[src/rtl/alfa_pkg.sv]
// alfa_pkg: shared definitions for the note display.
//   - note code constants (NOTA_C .. NOTA_B, NOTA_PAUSA)
//   - seven-segment glyphs {a,b,c,d,e,f,g}, active-high
//   - slot_t: one window slot (occupied flag + tone + note code)
//   - glyph(): maps a slot to {seg, dp}
package alfa_pkg;

   localparam logic [2:0] NOTA_C     = 3'd0;
   localparam logic [2:0] NOTA_D     = 3'd1;
   localparam logic [2:0] NOTA_E     = 3'd2;
   localparam logic [2:0] NOTA_F     = 3'd3;
   localparam logic [2:0] NOTA_G     = 3'd4;
   localparam logic [2:0] NOTA_A     = 3'd5;
   localparam logic [2:0] NOTA_B     = 3'd6;
   localparam logic [2:0] NOTA_PAUSA = 3'd7;

   localparam logic [6:0] SEG_C      = 7'b1001110;
   localparam logic [6:0] SEG_D      = 7'b0111101;
   localparam logic [6:0] SEG_E      = 7'b1001111;
   localparam logic [6:0] SEG_F      = 7'b1000111;
   localparam logic [6:0] SEG_G      = 7'b1111011;
   localparam logic [6:0] SEG_A      = 7'b1110111;
   localparam logic [6:0] SEG_B      = 7'b0011111;
   localparam logic [6:0] SEG_PAUSA  = 7'b0000001;
   localparam logic [6:0] SEG_VAZIO  = 7'b0000000;

   typedef struct packed {
      logic       ocupado;
      logic       tom;
      logic [2:0] notas;
   } slot_t;

   // Returns {seg[6:0], dp}. A rest never lights the sharp dot.
   function automatic logic [7:0] glyph(input logic tom, input logic [2:0] notas,
                                        input logic ocupado);
      logic [6:0] s;
      logic       d;
      s = SEG_VAZIO;
      d = 1'b0;
      if (ocupado) begin
         case (notas)
            NOTA_C:  s = SEG_C;
            NOTA_D:  s = SEG_D;
            NOTA_E:  s = SEG_E;
            NOTA_F:  s = SEG_F;
            NOTA_G:  s = SEG_G;
            NOTA_A:  s = SEG_A;
            NOTA_B:  s = SEG_B;
            default: s = SEG_PAUSA;
         endcase
         d = tom && (notas != NOTA_PAUSA);
      end
      return {s, d};
   endfunction

endpackage

[src/rtl/alfa_fifo.sv]
// alfa_fifo: synchronous FIFO with registered full/empty flags.
//   clk, rst_n   clock, async active-low reset
//   clear        synchronous flush (wins over push/pop)
//   push, din    write when !full
//   pop, dout    read head (dout is the current head, valid when !empty)
//   full, empty  registered status flags
//   count        occupancy
module alfa_fifo #(
   parameter int DEPTH = 8,
   parameter int W     = 4
) (
   input  logic                         clk,
   input  logic                         rst_n,
   input  logic                         clear,
   input  logic                         push,
   input  logic [W-1:0]                 din,
   input  logic                         pop,
   output logic [W-1:0]                 dout,
   output logic                         full,
   output logic                         empty,
   output logic [$clog2(DEPTH+1)-1:0]   count
);
   localparam int AW = $clog2(DEPTH);
   localparam int CW = $clog2(DEPTH+1);

   logic [W-1:0]  mem [DEPTH];
   logic [AW-1:0] wr_ptr;
   logic [AW-1:0] rd_ptr;
   logic          do_push;
   logic          do_pop;
   logic [CW-1:0] count_nxt;

   assign do_push = push && !full && !clear;
   assign do_pop  = pop && !empty && !clear;
   assign dout    = mem[rd_ptr];

   always_comb begin
      count_nxt = count;
      if (clear)
         count_nxt = '0;
      else if (do_push && !do_pop)
         count_nxt = count + CW'(1);
      else if (do_pop && !do_push)
         count_nxt = count - CW'(1);
   end

   always_ff @(posedge clk or negedge rst_n) begin
      if (!rst_n) begin
         wr_ptr <= '0;
         rd_ptr <= '0;
         count  <= '0;
         full   <= 1'b0;
         empty  <= 1'b1;
      end else begin
         if (clear) begin
            wr_ptr <= '0;
            rd_ptr <= '0;
         end else begin
            if (do_push) wr_ptr <= wr_ptr + AW'(1);
            if (do_pop)  rd_ptr <= rd_ptr + AW'(1);
         end
         count <= count_nxt;
         full  <= (count_nxt == CW'(DEPTH));
         empty <= (count_nxt == '0);
      end
   end

   always_ff @(posedge clk) begin
      if (do_push) mem[wr_ptr] <= din;
   end

endmodule

[src/rtl/alfa_nota_display.sv]
// alfa_nota_display: buffers notes from a valid/ready stream, scrolls them
// into an N_DIGITS window at a fixed tempo and scans the window onto a
// multiplexed seven-segment display (dp marks sharps).
//   clk, rst_n              clock, async active-low reset
//   in_valid/in_ready       note handshake; in_tom = sharp, in_notas = code
//   pausa                   freeze scrolling, FIFO keeps accepting
//   limpar                  synchronous clear of FIFO, window, tempo counter
//   seg, dp, digito         registered display drive, active-high
//   nivel                   FIFO occupancy
module alfa_nota_display
   import alfa_pkg::*;
#(
   parameter int N_DIGITS    = 4,
   parameter int DEPTH       = 8,
   parameter int STEP_CYCLES = 50_000_000,
   parameter int SCAN_DIV    = 100_000
) (
   input  logic                         clk,
   input  logic                         rst_n,
   input  logic                         in_valid,
   output logic                         in_ready,
   input  logic                         in_tom,
   input  logic [2:0]                   in_notas,
   input  logic                         pausa,
   input  logic                         limpar,
   output logic [6:0]                   seg,
   output logic                         dp,
   output logic [N_DIGITS-1:0]          digito,
   output logic [$clog2(DEPTH+1)-1:0]   nivel
);
   localparam int SW = $clog2(STEP_CYCLES);
   localparam int DW = (SCAN_DIV > 1) ? $clog2(SCAN_DIV) : 1;
   localparam int PW = $clog2(N_DIGITS);

   logic                 fifo_full;
   logic                 fifo_empty;
   logic [3:0]           fifo_dout;
   logic                 push;
   logic                 pop;
   logic                 tc;

   logic [SW-1:0]        step_cnt;
   logic [DW-1:0]        scan_cnt;
   logic [DW-1:0]        scan_cnt_nxt;
   logic [PW-1:0]        sel;
   logic [PW-1:0]        sel_nxt;
   slot_t [N_DIGITS-1:0] janela;
   slot_t [N_DIGITS-1:0] janela_nxt;
   logic [7:0]           glyph_nxt;

   // full is a flop inside the FIFO, so in_ready stays low for the whole
   // cycle even when a pop frees a slot on the same edge.
   assign in_ready = !fifo_full;
   assign push     = in_valid && !fifo_full && !limpar;
   assign tc       = (step_cnt == SW'(STEP_CYCLES - 1));
   assign pop      = tc && !pausa && !fifo_empty && !limpar;

   alfa_fifo #(
      .DEPTH (DEPTH),
      .W     (4)
   ) u_fifo (
      .clk   (clk),
      .rst_n (rst_n),
      .clear (limpar),
      .push  (push),
      .din   ({in_tom, in_notas}),
      .pop   (pop),
      .dout  (fifo_dout),
      .full  (fifo_full),
      .empty (fifo_empty),
      .count (nivel)
   );

   always_ff @(posedge clk or negedge rst_n) begin
      if (!rst_n)
         step_cnt <= '0;
      else if (limpar)
         step_cnt <= '0;
      else if (!pausa)
         step_cnt <= tc ? '0 : step_cnt + SW'(1);
   end

   always_comb begin
      janela_nxt = janela;
      if (limpar) begin
         janela_nxt = '0;
      end else if (pop) begin
         for (int k = N_DIGITS - 1; k > 0; k--)
            janela_nxt[k] = janela[k-1];
         janela_nxt[0] = {1'b1, fifo_dout};
      end
   end

   always_comb begin
      scan_cnt_nxt = scan_cnt + DW'(1);
      sel_nxt      = sel;
      if (scan_cnt == DW'(SCAN_DIV - 1)) begin
         scan_cnt_nxt = '0;
         sel_nxt      = (sel == PW'(N_DIGITS - 1)) ? '0 : sel + PW'(1);
      end
   end

   // Outputs are built from next-state values so digito and seg/dp move on
   // the same edge and a fresh pop is shown as soon as slot 0 is selected.
   assign glyph_nxt = glyph(janela_nxt[sel_nxt].tom, janela_nxt[sel_nxt].notas,
                            janela_nxt[sel_nxt].ocupado);

   always_ff @(posedge clk or negedge rst_n) begin
      if (!rst_n) begin
         janela   <= '0;
         scan_cnt <= '0;
         sel      <= '0;
         digito   <= N_DIGITS'(1);
         seg      <= SEG_VAZIO;
         dp       <= 1'b0;
      end else begin
         janela   <= janela_nxt;
         scan_cnt <= scan_cnt_nxt;
         sel      <= sel_nxt;
         digito   <= N_DIGITS'(1) << sel_nxt;
         seg      <= glyph_nxt[7:1];
         dp       <= glyph_nxt[0];
      end
   end

endmodule

[config.mk]
export PLATFORM = sky130hd
export DESIGN_NAME = alfa_nota_display
export DESIGN_NICKNAME = d
export VERILOG_FILES = /design/src/rtl/alfa_pkg.sv /design/src/rtl/alfa_fifo.sv /design/src/rtl/alfa_nota_display.sv
export SDC_FILE = /design/constraint.sdc
export NUM_CORES = 1
export LEC_CHECK = 0
export CAP_MARGIN = 15
export CELL_PAD_IN_SITES_DETAIL_PLACEMENT = 0
export CELL_PAD_IN_SITES_GLOBAL_PLACEMENT = 1
export CORE_MARGIN = 2
export CORE_UTILIZATION = 44
export CTS_CLUSTER_DIAMETER = 50
export CTS_CLUSTER_SIZE = 8
export DETAILED_ROUTE_END_ITERATION = 12
export GPL_ROUTABILITY_DRIVEN = 0
export PLACE_DENSITY = 0.84
export SLEW_MARGIN = 10
export SYNTH_ARGS = -nofsm -noshare
export SYNTH_HDL_FRONTEND = slang
export SYNTH_SLANG_ARGS = --single-unit
[constraint.sdc]
create_clock -name clk -period 2.7 [get_ports clk]
set_input_delay 0.54 -clock clk [delete_from_list [all_inputs] [get_ports clk]]
set_output_delay 0.54 -clock clk [all_outputs]
set_load 0.01 [all_outputs]
==> results of run 1 <==
==> logic make-up after synthesis <==
kind of cell,share of synthesized area (%)
xor+xnor,6.12
fa+ha+maj,1.57
compound gates,7.45
mux,6.46
buf+inv,1.95
simple gates,19.2
flops,57.2
==> synthesized netlist by cell type (all sizes together), types with 2 or more instances <==
master  instances
dfrtp          87
nor2           63
nand2          53
edfxtp         32
a21oi          26
xor2           23
nand4          16
xnor2          16
clkbuf         15
o21ai          15
and3           13
mux2i          13
nand3          13
nand2b         10
nor3            9
mux4            8
o31ai           8
ha              7
inv             6
or3             6
and4            5
buf             4
nor2b           4
a211oi          3
mux2            3
or2             3
or4             3
dfstp           2
nand3b          2
nor3b           2
nor4            2
nor4b           2
o22a            2
o32ai           2
or4b            2
==> cell type report <==
type / count / share of cell area, %
inverter: 7 / 0.371
clock buffer: 17 / 5.73
sequential: 121 / 43.0
timing repair buffer: 116 / 13.1
tap: 172 / 2.90
clock inverter: 15 / 1.42
multi-input combinational: 344 / 33.5
==> power groups by stage <==
stage | Sequential [uW] | Combinational (uW) | Clock [uW]
2_1_floorplan | 1950 | 71.0 | 0
3_3_place_gp | 1950 | 161 | 0
3_5_place_dp | 1950 | 166 | 0
4_1_cts | 1920 | 177 | 2050
5_1_grt | 1920 | 199 | 2150
6_report | 1920 | 181 | 2020
==> per-stage QoR <==
stage | instances | setup TNS, ps | utilization [%] | total power (uW)
global placement | 750 | -1290 | 52.8 | 2110
finish | 792 | -1080 | 59.3 | 4120
CTS | 791 | -813 | 58.8 | 4140
detailed placement | 750 | -1730 | 52.8 | 2120
floorplan | 491 | -761 | - | 2020
global route | 792 | -1880 | 59.3 | 4270
==> worst max-delay path, stage by stage, from the launching register on <==
cell and delay, ps:
dfrtp_1 400, or4b_4 550, or4_4 580, o31ai_4 220, a21oi_2 100, a22o_1 230, a221o_2 370, and3_4 200
a2111oi_4 170
==> sequential cells by signal (all words and copies together), names as in the netlist <==
signal,cells
u_fifo.wr_ptr,3
u_fifo.count,4
seg,7
u_fifo.mem,32
step_cnt,26
sel,2
scan_cnt,17
u_fifo.full,1
janela,20
dp,1
u_fifo.rd_ptr,3
digito,4
u_fifo.empty,1
==> per-layer routing <==
layer / up-vias / part of all wire (%) / global-route usage (%)
met1: 2058 / 45 / 26.9
met5: - / 0 / 0
li1: 1990 / - / -
met3: 20 / 3.4 / 4.72
met2: 67 / 50 / 32.7
met4: 0 / 2.1 / 8.08
==> worst min-delay path by stage <==
stage / start / cells after the start / end
finish: rst_n / 1 / scan_cnt[8]
CTS: rst_n / 1 / scan_cnt[7]
floorplan: rst_n / 0 / digito[1]
detailed placement: scan_cnt[13] / 1 / scan_cnt[13]
global placement: scan_cnt[13] / 1 / scan_cnt[13]
global route: rst_n / 1 / scan_cnt[12]
==> what timing repair did <==
action,in CTS,in global routing
buffers inserted,9,1
gates resized for setup,33,12
endpoints found under the setup margin,10,10
pin swaps,20,7
==> results.sh, run 1 <==
export IMPL_layout_common_cells="87 x dfrtp_1, 85 x buf_4, 60 x nor2_1"
export IMPL_worst_skew_pair_late_latency_ps=420
export IMPL_violations="negative setup slack"
export IMPL_core_um2=12500
export IMPL_setup_violations=8
export IMPL_p_per_area_nw_per_um2=555
export IMPL_grt_pass1_vias=4223
export IMPL_vdd_drop_max_mv=0.350
export IMPL_finalHoldViolCount=0
export IMPL_synth_edff_count=32
export IMPL_worst_slew_pin_slew_ps=566
export IMPL_critical_path_class="flop to flop"
export IMPL_timing_rr_start="step_cnt[11]"
export IMPL_cp_endpoint="dp"
export IMPL_initial_core_util_pct=44.6
export IMPL_outcome="finished with violations"
export IMPL_cts_root_buffer_cell="clkbuf_16"
export IMPL_synth_cell_types=55
export IMPL_fillers=1012
export IMPL_worstReg2RegEnd="dp"
export IMPL_drive_gt1_share_pct=29.5
export IMPL_num_vias=4135
export IMPL_synth_area_top_cells="dfrtp_1 39%, edfxtp_1 17%, nor2_1 4.2%, xor2_1 3.6%, nand2_1 3.6%"
export IMPL_routed_wl_um=12500
export IMPL_p_leak_uw=0.00312
export IMPL_max_clock_path_buffers=2
export IMPL_syn_nets=507
export IMPL_yosys_warnings=0
export IMPL_share_seq_of_total_power_pct=46.5
export IMPL_num_rows=41
export IMPL_internal_power_uw=3140
export IMPL_cts_tree="done"
export IMPL_p_clk_share_pct=49.1
export IMPL_rrSetupSlack_ps=-210
export IMPL_synth_seq_area_share_pct=57.2
export IMPL_grt_pass1_wl_um=20800
export IMPL_worst_slack_ps=-211
export IMPL_die_h_um=117
export IMPL_cts_hold_buf=0
export IMPL_clock_skew_ps=8.01
export IMPL_post_drt_wl_per_cell_um=15.8
export IMPL_endpoint_kind="flop"
export IMPL_drc=0
export IMPL_pwr_share_comb_pct=4.4
export IMPL_grt_antenna_before_repair=0
export IMPL_synth_largest_area_cell="dfrtp_1"
export IMPL_die_x_um=117
export IMPL_syn_area_um2=5580
export IMPL_drt_iter0_markers=210
export IMPL_grtUsageTotal_pct=20.3
export IMPL_synth_top_area_share_pct=39.0
export IMPL_ys_flop_type="dfrtp_1"
export IMPL_min_period_ps=2910
export IMPL_cp_start_kind="flop"
export IMPL_vias_per_cell=5.22
export IMPL_max_freq_ghz=0.344
export IMPL_syn_inst=491
export IMPL_synth_area_per_cell_um2=11.4
export IMPL_netSwitchingFraction_pct=23.8
export IMPL_cts_max_level=4
export IMPL_cp_max_fo=6
export IMPL_antenna_cells=0
export IMPL_placed_area_um2=6600
export IMPL_cts_sinks=121
export IMPL_slew_violations=0
export IMPL_grt_overflow_total=0
export IMPL_rr_worst_depth=8
export IMPL_ys_seq_elements=121
export IMPL_io_pins=26
export IMPL_dp_slack_ps=-262
export IMPL_min_path_type="input pin to async pin"
export IMPL_crit_required_ps=3020
export IMPL_rsz0062_at_grt="yes"
export IMPL_cp_arrival_ps=3230
export IMPL_async_reset_ff_share_pct=73.6
export IMPL_min_period_over_period_pct=108
export IMPL_cts_buffers=17
export IMPL_hpwl_um=8410
export IMPL_cap_violations=0
export IMPL_p_sw_uw=981
export IMPL_cts_clk_slew_worst_paths_ps=60
export IMPL_design_die_area_um2=13600
export IMPL_first_pass_iters=4
export IMPL_startpoint="step_cnt[11]"
export IMPL_mostFrequentLayoutCell="dfrtp_1"
export IMPL_portBuffers=25
export IMPL_multi_input_area_um2=2480
export IMPL_slew_headroom_pct=62.2
export IMPL_postLayoutCellArea_um2=7420
export IMPL_final_nets=623
export IMPL_fin_hold_ws_ps=123
export IMPL_grt_max_degree=49
export IMPL_regArea_um2=3190
export IMPL_syn2layout_area_growth_pct=33.0
export IMPL_ant_nets=0
No activity file was read; power rests on OpenSTA's default activity.
==> inputs of run 2 (changes only) <==
Settings changed: PLACE_DENSITY 0.84 to 0.83, RECOVER_POWER set to 50, SYNTH_HIERARCHICAL set to 1.
==> run 2 against run 1 <==
The run now ends clean. Global-route usage shrank 1.8 points. Flip-flop and latch count unchanged. Fmax is 12% higher. Via count increased by 1.6%. Clock skew up 4.0 ps. Final area down 1.7%. Combinational power fell by 22%. Sequential power about the same. Critical path depth grew 1. Routed wire length fell by 3.0%. Synthesized cell count increased by 5.7%. Largest cell class unchanged.
==> results.sh, run 2 <==
export IMPL_outcome="finished clean"
export IMPL_worst_path_stages=9
export IMPL_critical_path_class="flop to flop"
export IMPL_grt_max_degree=48
export IMPL_grt_pass1_wl_um=20500
export IMPL_cts_max_level=4
export IMPL_cts_sinks=121
export IMPL_power_uw=4340
export IMPL_fillers=1126
export IMPL_reg_top3="u_fifo/mem: 32 flops, step_cnt: 26 flops, janela: 20 flops"
export IMPL_syn_inst=519
export IMPL_clock_skew_ps=12.0
export IMPL_yosys_top_cells_count="87 x dfrtp_1, 60 x nor2_1, 36 x nand2_1, 35 x nand3_1, 32 x edfxtp_1"
export IMPL_worst_skew_pair_late_latency_ps=420
export IMPL_max_clock_path_buffers=2
export IMPL_slew_headroom_pct=18.8
export IMPL_synth_largest_area_cell="dfrtp_1"
export IMPL_cts_clk_slew_worst_paths_ps=60
export IMPL_vdd_drop_max_mv=0.401
export IMPL_slew_violations=0
export IMPL_cts_buffers=17
export IMPL_num_rows=42
export IMPL_max_freq_ghz=0.386
export IMPL_ant_nets=0
export IMPL_yosys_warnings=6
export IMPL_portBuffers=25
export IMPL_first_pass_iters=4
export IMPL_crit_buf_inv=2
export IMPL_crit_required_ps=3000
export IMPL_design_die_area_um2=14300
export IMPL_grt_pass1_vias=4173
export IMPL_post_drt_wl_per_cell_um=15.5
export IMPL_drive_gt1_share_pct=22.5
export IMPL_min_path_type="input pin to async pin"
export IMPL_ys_seq_elements=121
export IMPL_finalHoldViolCount=0
export IMPL_synth_area_per_cell_um2=11.3
export IMPL_cp_arrival_ps=2890
export IMPL_synth_seq_area_share_pct=54.4
export IMPL_cts_root_buffer_cell="clkbuf_16"
export IMPL_grt_overflow_total=0
export IMPL_hpwl_um=8330
export IMPL_layout_common_cells="87 x dfrtp_1, 60 x nor2_1, 54 x buf_4"
export IMPL_cp_start_kind="flop"
export IMPL_cts_hold_buf=0
export IMPL_die_x_um=119
export IMPL_min_period_ps=2590
export IMPL_synth_most_common_cell="dfrtp_1"
export IMPL_utilization_pct=55.5
export IMPL_cp_top_family="multiplexers"
export IMPL_syn_nets=535
export IMPL_routed_wl_um=12100
export IMPL_rsz0062_at_grt="no"
export IMPL_min_period_over_period_pct=95.9
export IMPL_async_reset_ff_share_pct=73.6
export IMPL_cts_tree="done"
export IMPL_synth_cell_types=72
export IMPL_setup_violations=0
export IMPL_endpoint_kind="flop"
export IMPL_rr_worst_depth=9
export IMPL_top_register="u_fifo/mem"
export IMPL_final_nets=612
export IMPL_vias_per_cell=5.35
export IMPL_grtUsageTotal_pct=18.5
export IMPL_ys_flop_type="dfrtp_1"
export IMPL_largest_reg_flops=32
export IMPL_syn2layout_area_growth_pct=24.2
export IMPL_drt_iter0_markers=224
export IMPL_io_pins=26
export IMPL_p_leak_uw=0.00301
export IMPL_synth_edff_count=32
export IMPL_worst_slew_pin_slew_ps=1220
export IMPL_initial_core_util_pct=44.7
export IMPL_core_um2=13100
export IMPL_p_per_area_nw_per_um2=595
export IMPL_mostFrequentLayoutCell="dfrtp_1"
export IMPL_cap_violations=0
export IMPL_die_h_um=119
export IMPL_syn_area_um2=5870
export IMPL_cpMaxStageDelayCell="mux4_2"
export IMPL_num_vias=4202
export IMPL_synth_area_top_cells="dfrtp_1 37%, edfxtp_1 16%, nor2_1 3.8%, xnor2_1 3.1%, mux4_2 3.1%"
export IMPL_max_stage_delay_ps=510
export IMPL_antenna_cells=0
export IMPL_synth_top_area_share_pct=37.1
export IMPL_crit_chain="buf_12 -> mux4_2 -> mux2_2 -> nor2b_1 -> a211oi_2 -> o211ai_2 -> buf_4 -> nand2b_1 -> and3_1"
export IMPL_grt_antenna_before_repair=0
export IMPL_drc=0
export IMPL_cp_max_fo=7
[run 2: cell type report]
| cell class | count | area [um2] | area share [%] |
|---|---|---|---|
| multi-input combinational | 367 | 2570 | 35.3 |
| sequential | 121 | 3190 | 43.8 |
| tap | 176 | 220 | 3.02 |
| timing repair buffer | 81 | 671 | 9.20 |
| clock buffer | 19 | 453 | 6.21 |
| inverter | 8 | 32.5 | 0.446 |
| clock inverter | 13 | 150 | 2.06 |
[run 2: path summary, 6_finish.rpt]
| path | from | end | slack (ps) |
|---|---|---|---|
| max in group asynchronous | rst_n | seg[1] | 680 |
| worst min register to register | scan_cnt[13] | scan_cnt[13] | 500 |
| worst min-delay path | rst_n | step_cnt[12] | 370 |
| worst max-delay path | u_fifo/rd_ptr[0] | seg[5] | 110 |
| min in group clk | limpar | u_fifo/wr_ptr[1] | 400 |
| worst max register to register | u_fifo/rd_ptr[0] | seg[5] | 110 |
[run 2: per-stage QoR]
stage / hold slack, ps / std cells / area [um2] / setup slack [ps] / setup TNS, ps
after floorplan: 244 / 519 / 5870 / 24.8 / 0
after global placement: 464 / 752 / 6640 / -214 / -1690
after detailed placement: 470 / 752 / 6640 / -258 / -2120
after CTS: 161 / 784 / 7260 / 0.249 / 0
after global routing: 401 / 785 / 7290 / 3.06 / 0
final: 374 / 785 / 7290 / 110 / 0
[run 2: timing repair]
action,4_1_cts,5_1_grt
gates cloned,0,0
setup endpoints to repair,7,11
resized for setup,2,10
pin swaps,0,4
setup buffers,0,1
[run 2: logic make-up (layout without fill, tap and decap cells)]
| family | after synthesis | in the layout | synth area share (%) |
|---|---|---|---|
| compound gates | 86 | 86 | 10.3 |
| xor+xnor | 39 | 39 | 5.82 |
| fa+ha+maj | 7 | 7 | 1.49 |
| buf+inv | 31 | 121 | 2.79 |
| flops | 121 | 121 | 54.4 |
| mux | 17 | 17 | 4.97 |
| simple gates | 218 | 218 | 20.3 |
[run 2: worst reg2reg max path: cells and delay by family, from the launching register on]
| family | cells | cell delay [ps] |
|---|---|---|
| AOI/OAI and AO/OA | 2 | 430 |
| buffers and inverters | 2 | 340 |
| DFF | 1 | 440 |
| muxes | 2 | 790 |
| and+or+nand+nor | 3 | 490 |
[run 2: per-layer routing]
layer  wire [um]  GRT usage, %  share of wire (%)  vias to the layer above
met5           0             0                  0                        -
met4         175          7.65                1.4                        0
met3         406          6.18                3.3                       14
met2        6150          29.3                 51                       72
met1        5420          23.3                 45                     2082
li1            -             -                  -                     2034
[run 2: power by group]
part	internal (uW)	total [uW]	switching, uW
clock	1490	2290	804
sequential	1890	1910	12.5
combinational	54.1	142	88.0
total	3440	4340	904
==> inputs of run 3 (changes only) <==
Settings changed: ABC_AREA set to 1, CORE_UTILIZATION 44 to 42, PLACE_DENSITY 0.83 to 0.84.
==> run 3 against run 2 <==
Combinational power increased by 21%. Synthesized cell count increased by 43%. Core utilization decreased by 4.8 points. Highest routed layer unchanged.
==> results.sh, run 3 <==
export IMPL_worst_skew_pair_late_latency_ps=420
export IMPL_die_h_um=126
export IMPL_final_nets=808
export IMPL_critical_path_class="flop to flop"
export IMPL_yosys_warnings=6
export IMPL_syn_nets=759
export IMPL_first_pass_iters=4
export IMPL_cp_max_fo=5
export IMPL_route_met3_wl_um=398
export IMPL_endpoint_kind="flop"
export IMPL_ys_seq_elements=121
export IMPL_largest_reg_flops=32
export IMPL_fillers=1361
export IMPL_io_pins=26
export IMPL_drive_gt1_share_pct=14.0
export IMPL_crit_required_ps=3050
export IMPL_num_rows=44
export IMPL_p_leak_uw=0.00357
export IMPL_p_per_area_nw_per_um2=609
export IMPL_cts_hold_buf=0
export IMPL_cp_start_kind="flop"
export IMPL_cp_top_family="simple AND/OR/NAND/NOR gates"
export IMPL_syn_area_um2=6240
export IMPL_ys_flop_type="dfrtp_1"
export IMPL_hpwl_um=9760
export IMPL_grt_max_degree=40
export IMPL_clock_skew_ps=13.8
export IMPL_max_stage_delay_ps=370
export IMPL_portBuffers=25
export IMPL_drt_iter0_markers=314
export IMPL_cap_violations=0
export IMPL_synth_largest_area_cell="dfrtp_1"
export IMPL_synth_edff_count=32
export IMPL_rsz0062_at_grt="no"
export IMPL_min_period_ps=2360
export IMPL_m1WireLength_um=6180
export IMPL_cts_clk_slew_worst_paths_ps=60
export IMPL_postLayoutCellArea_um2=7360
export IMPL_cpMaxStageDelayCell="dfrtp_1"
export IMPL_cts_sinks=121
export IMPL_top_layer="met4"
export IMPL_crit_chain="ha_1 -> nand2_1 -> nor2_1 -> nand2_1 -> nor2_1 -> nand2_2 -> nand2_2 -> nand2_4 -> nor2_1 -> nand2_1 -> o21a_1 -> nand2_4 -> nand2_1 -> nor2_1"
export IMPL_syn2layout_area_growth_pct=18.1
export IMPL_reg_top3="u_fifo/mem: 32 flops, step_cnt: 26 flops, janela: 20 flops"
export IMPL_yosys_top_cells_count="137 x nand2_1, 112 x nor2_1, 111 x inv_1, 87 x dfrtp_1, 40 x nand3_1"
export IMPL_mostFrequentLayoutCell="nand2_1"
export IMPL_grtUsageTotal_pct=18.1
export IMPL_dr_wl_met2_um=6730
export IMPL_worst_slew_pin_slew_ps=1290
export IMPL_syn_inst=743
export IMPL_core_um2=14500
export IMPL_finalHoldViolCount=0
export IMPL_grt_overflow_total=0
export IMPL_post_drt_wl_per_cell_um=13.7
export IMPL_cts_max_level=4
export IMPL_grt_pass1_vias=4868
export IMPL_p_sw_uw=964
export IMPL_drc=0
export IMPL_multi_input_area_um2=2490
export IMPL_power_uw=4480
export IMPL_synth_most_common_cell="nand2_1"
export IMPL_slew_violations=0
export IMPL_num_vias=5000
export IMPL_top_register="u_fifo/mem"
export IMPL_vdd_drop_max_mv=0.477
export IMPL_internal_power_uw=3520
export IMPL_max_clock_path_buffers=2
export IMPL_cp_arrival_ps=2710
export IMPL_synth_top_area_share_pct=34.9
export IMPL_cts_resized=0
export IMPL_initial_core_util_pct=42.9
export IMPL_share_seq_of_total_power_pct=42.7
export IMPL_crit_buf_inv=0
export IMPL_regArea_um2=3190
export IMPL_outcome="finished clean"
export IMPL_post_cts_buffers=0
export IMPL_synth_seq_area_share_pct=51.2
export IMPL_layout_common_cells="138 x nand2_1, 114 x nor2_1, 111 x inv_1"
export IMPL_vias_per_cell=5.06
export IMPL_min_period_over_period_pct=87.5
export IMPL_max_freq_ghz=0.423
export IMPL_cts_buffers=17
export IMPL_pwr_share_comb_pct=3.8
export IMPL_design_die_area_um2=15800
export IMPL_netSwitchingFraction_pct=21.5
export IMPL_cts_root_buffer_cell="clkbuf_16"
export IMPL_grt_pass1_wl_um=22900
export IMPL_setup_violations=0
export IMPL_placed_area_um2=6770
export IMPL_p_clk_share_pct=53.4
export IMPL_routed_wl_um=13500
export IMPL_slew_headroom_pct=14.2
export IMPL_async_reset_ff_share_pct=73.6
export IMPL_antenna_cells=0
export IMPL_die_x_um=126
export IMPL_synth_area_per_cell_um2=8.39
export IMPL_ant_nets=0
export IMPL_cts_tree="done"
export IMPL_grt_antenna_before_repair=0
export IMPL_min_path_type="input pin to async pin"
export IMPL_synth_area_top_cells="dfrtp_1 35%, edfxtp_1 15%, nand2_1 8.2%, nor2_1 6.7%, inv_1 6.7%"
export IMPL_synth_cell_types=44
==> run 3: changes by cell type in the layout (fill, tap and decap cells not counted), sizes merged, moves of 10 or more <==
cell,before,now
buf,56,15
inv,9,125
xor2,18,8
nand2b,13,0
nand3,35,48
nand2,36,160
xnor2,21,3
nor2,61,132
o21ai,20,35
nor2b,11,0
==> run 3: path summary, 6_finish.rpt <==
kind	slack [ps]	from	to	depth (start not counted)
max	340	scan_cnt[0]	seg[6]	14
min reg2reg	480	scan_cnt[0]	scan_cnt[0]	1
max in group asynchronous	640	rst_n	u_fifo/count[3]	2
min in group clk	480	scan_cnt[0]	scan_cnt[0]	1
min	390	rst_n	step_cnt[4]	1
max reg2reg	340	scan_cnt[0]	seg[6]	14
==> run 3: cell families after synthesis <==
logic type | after synthesis | synth area share, %
compound gates | 87 | 8.13
xor+xnor | 11 | 1.55
fa+ha+maj | 7 | 1.40
buf+inv | 136 | 8.79
flops | 121 | 51.2
simple gates | 381 | 29.0
==> run 3: cell type report <==
| cell class | count | share of cell area (%) |
|---|---|---|
| sequential | 121 | 43.3 |
| clock inverter | 12 | 2.35 |
| inverter | 124 | 6.32 |
| clock buffer | 20 | 6.07 |
| multi-input combinational | 486 | 33.8 |
| timing repair buffer | 42 | 4.98 |
| tap | 184 | 3.13 |
==> run 3: per-layer routing <==
metal / track usage (%) / up-vias
met1: 22.1 / 2423
met2: 31.4 / 74
met3: 3.78 / 14
met4: 6.92 / 0
li1: - / 2489
met5: 0 / -
==> run 3: stage by stage <==
step                util, %  setup TNS (ps)  setup slack (ps)  hold WS (ps)  std cells
floorplan                 -               0               686           244        743
global placement       46.6               0               105           444        957
detailed placement     46.6           -9.56             -7.60           465        957
CTS                    50.9               0               385          24.9        989
global route           50.7               0               143           494        989
finish                 50.7               0               338           390        989
==> run 3: power groups by stage <==
stage | clock network (uW) | registers [uW] | logic [uW]
after floorplan | 0 | 1950 | 84.5
after global placement | 0 | 1950 | 175
after detailed placement | 0 | 1950 | 178
after CTS | 2420 | 1920 | 180
after global routing | 2510 | 1920 | 196
final | 2400 | 1920 | 172
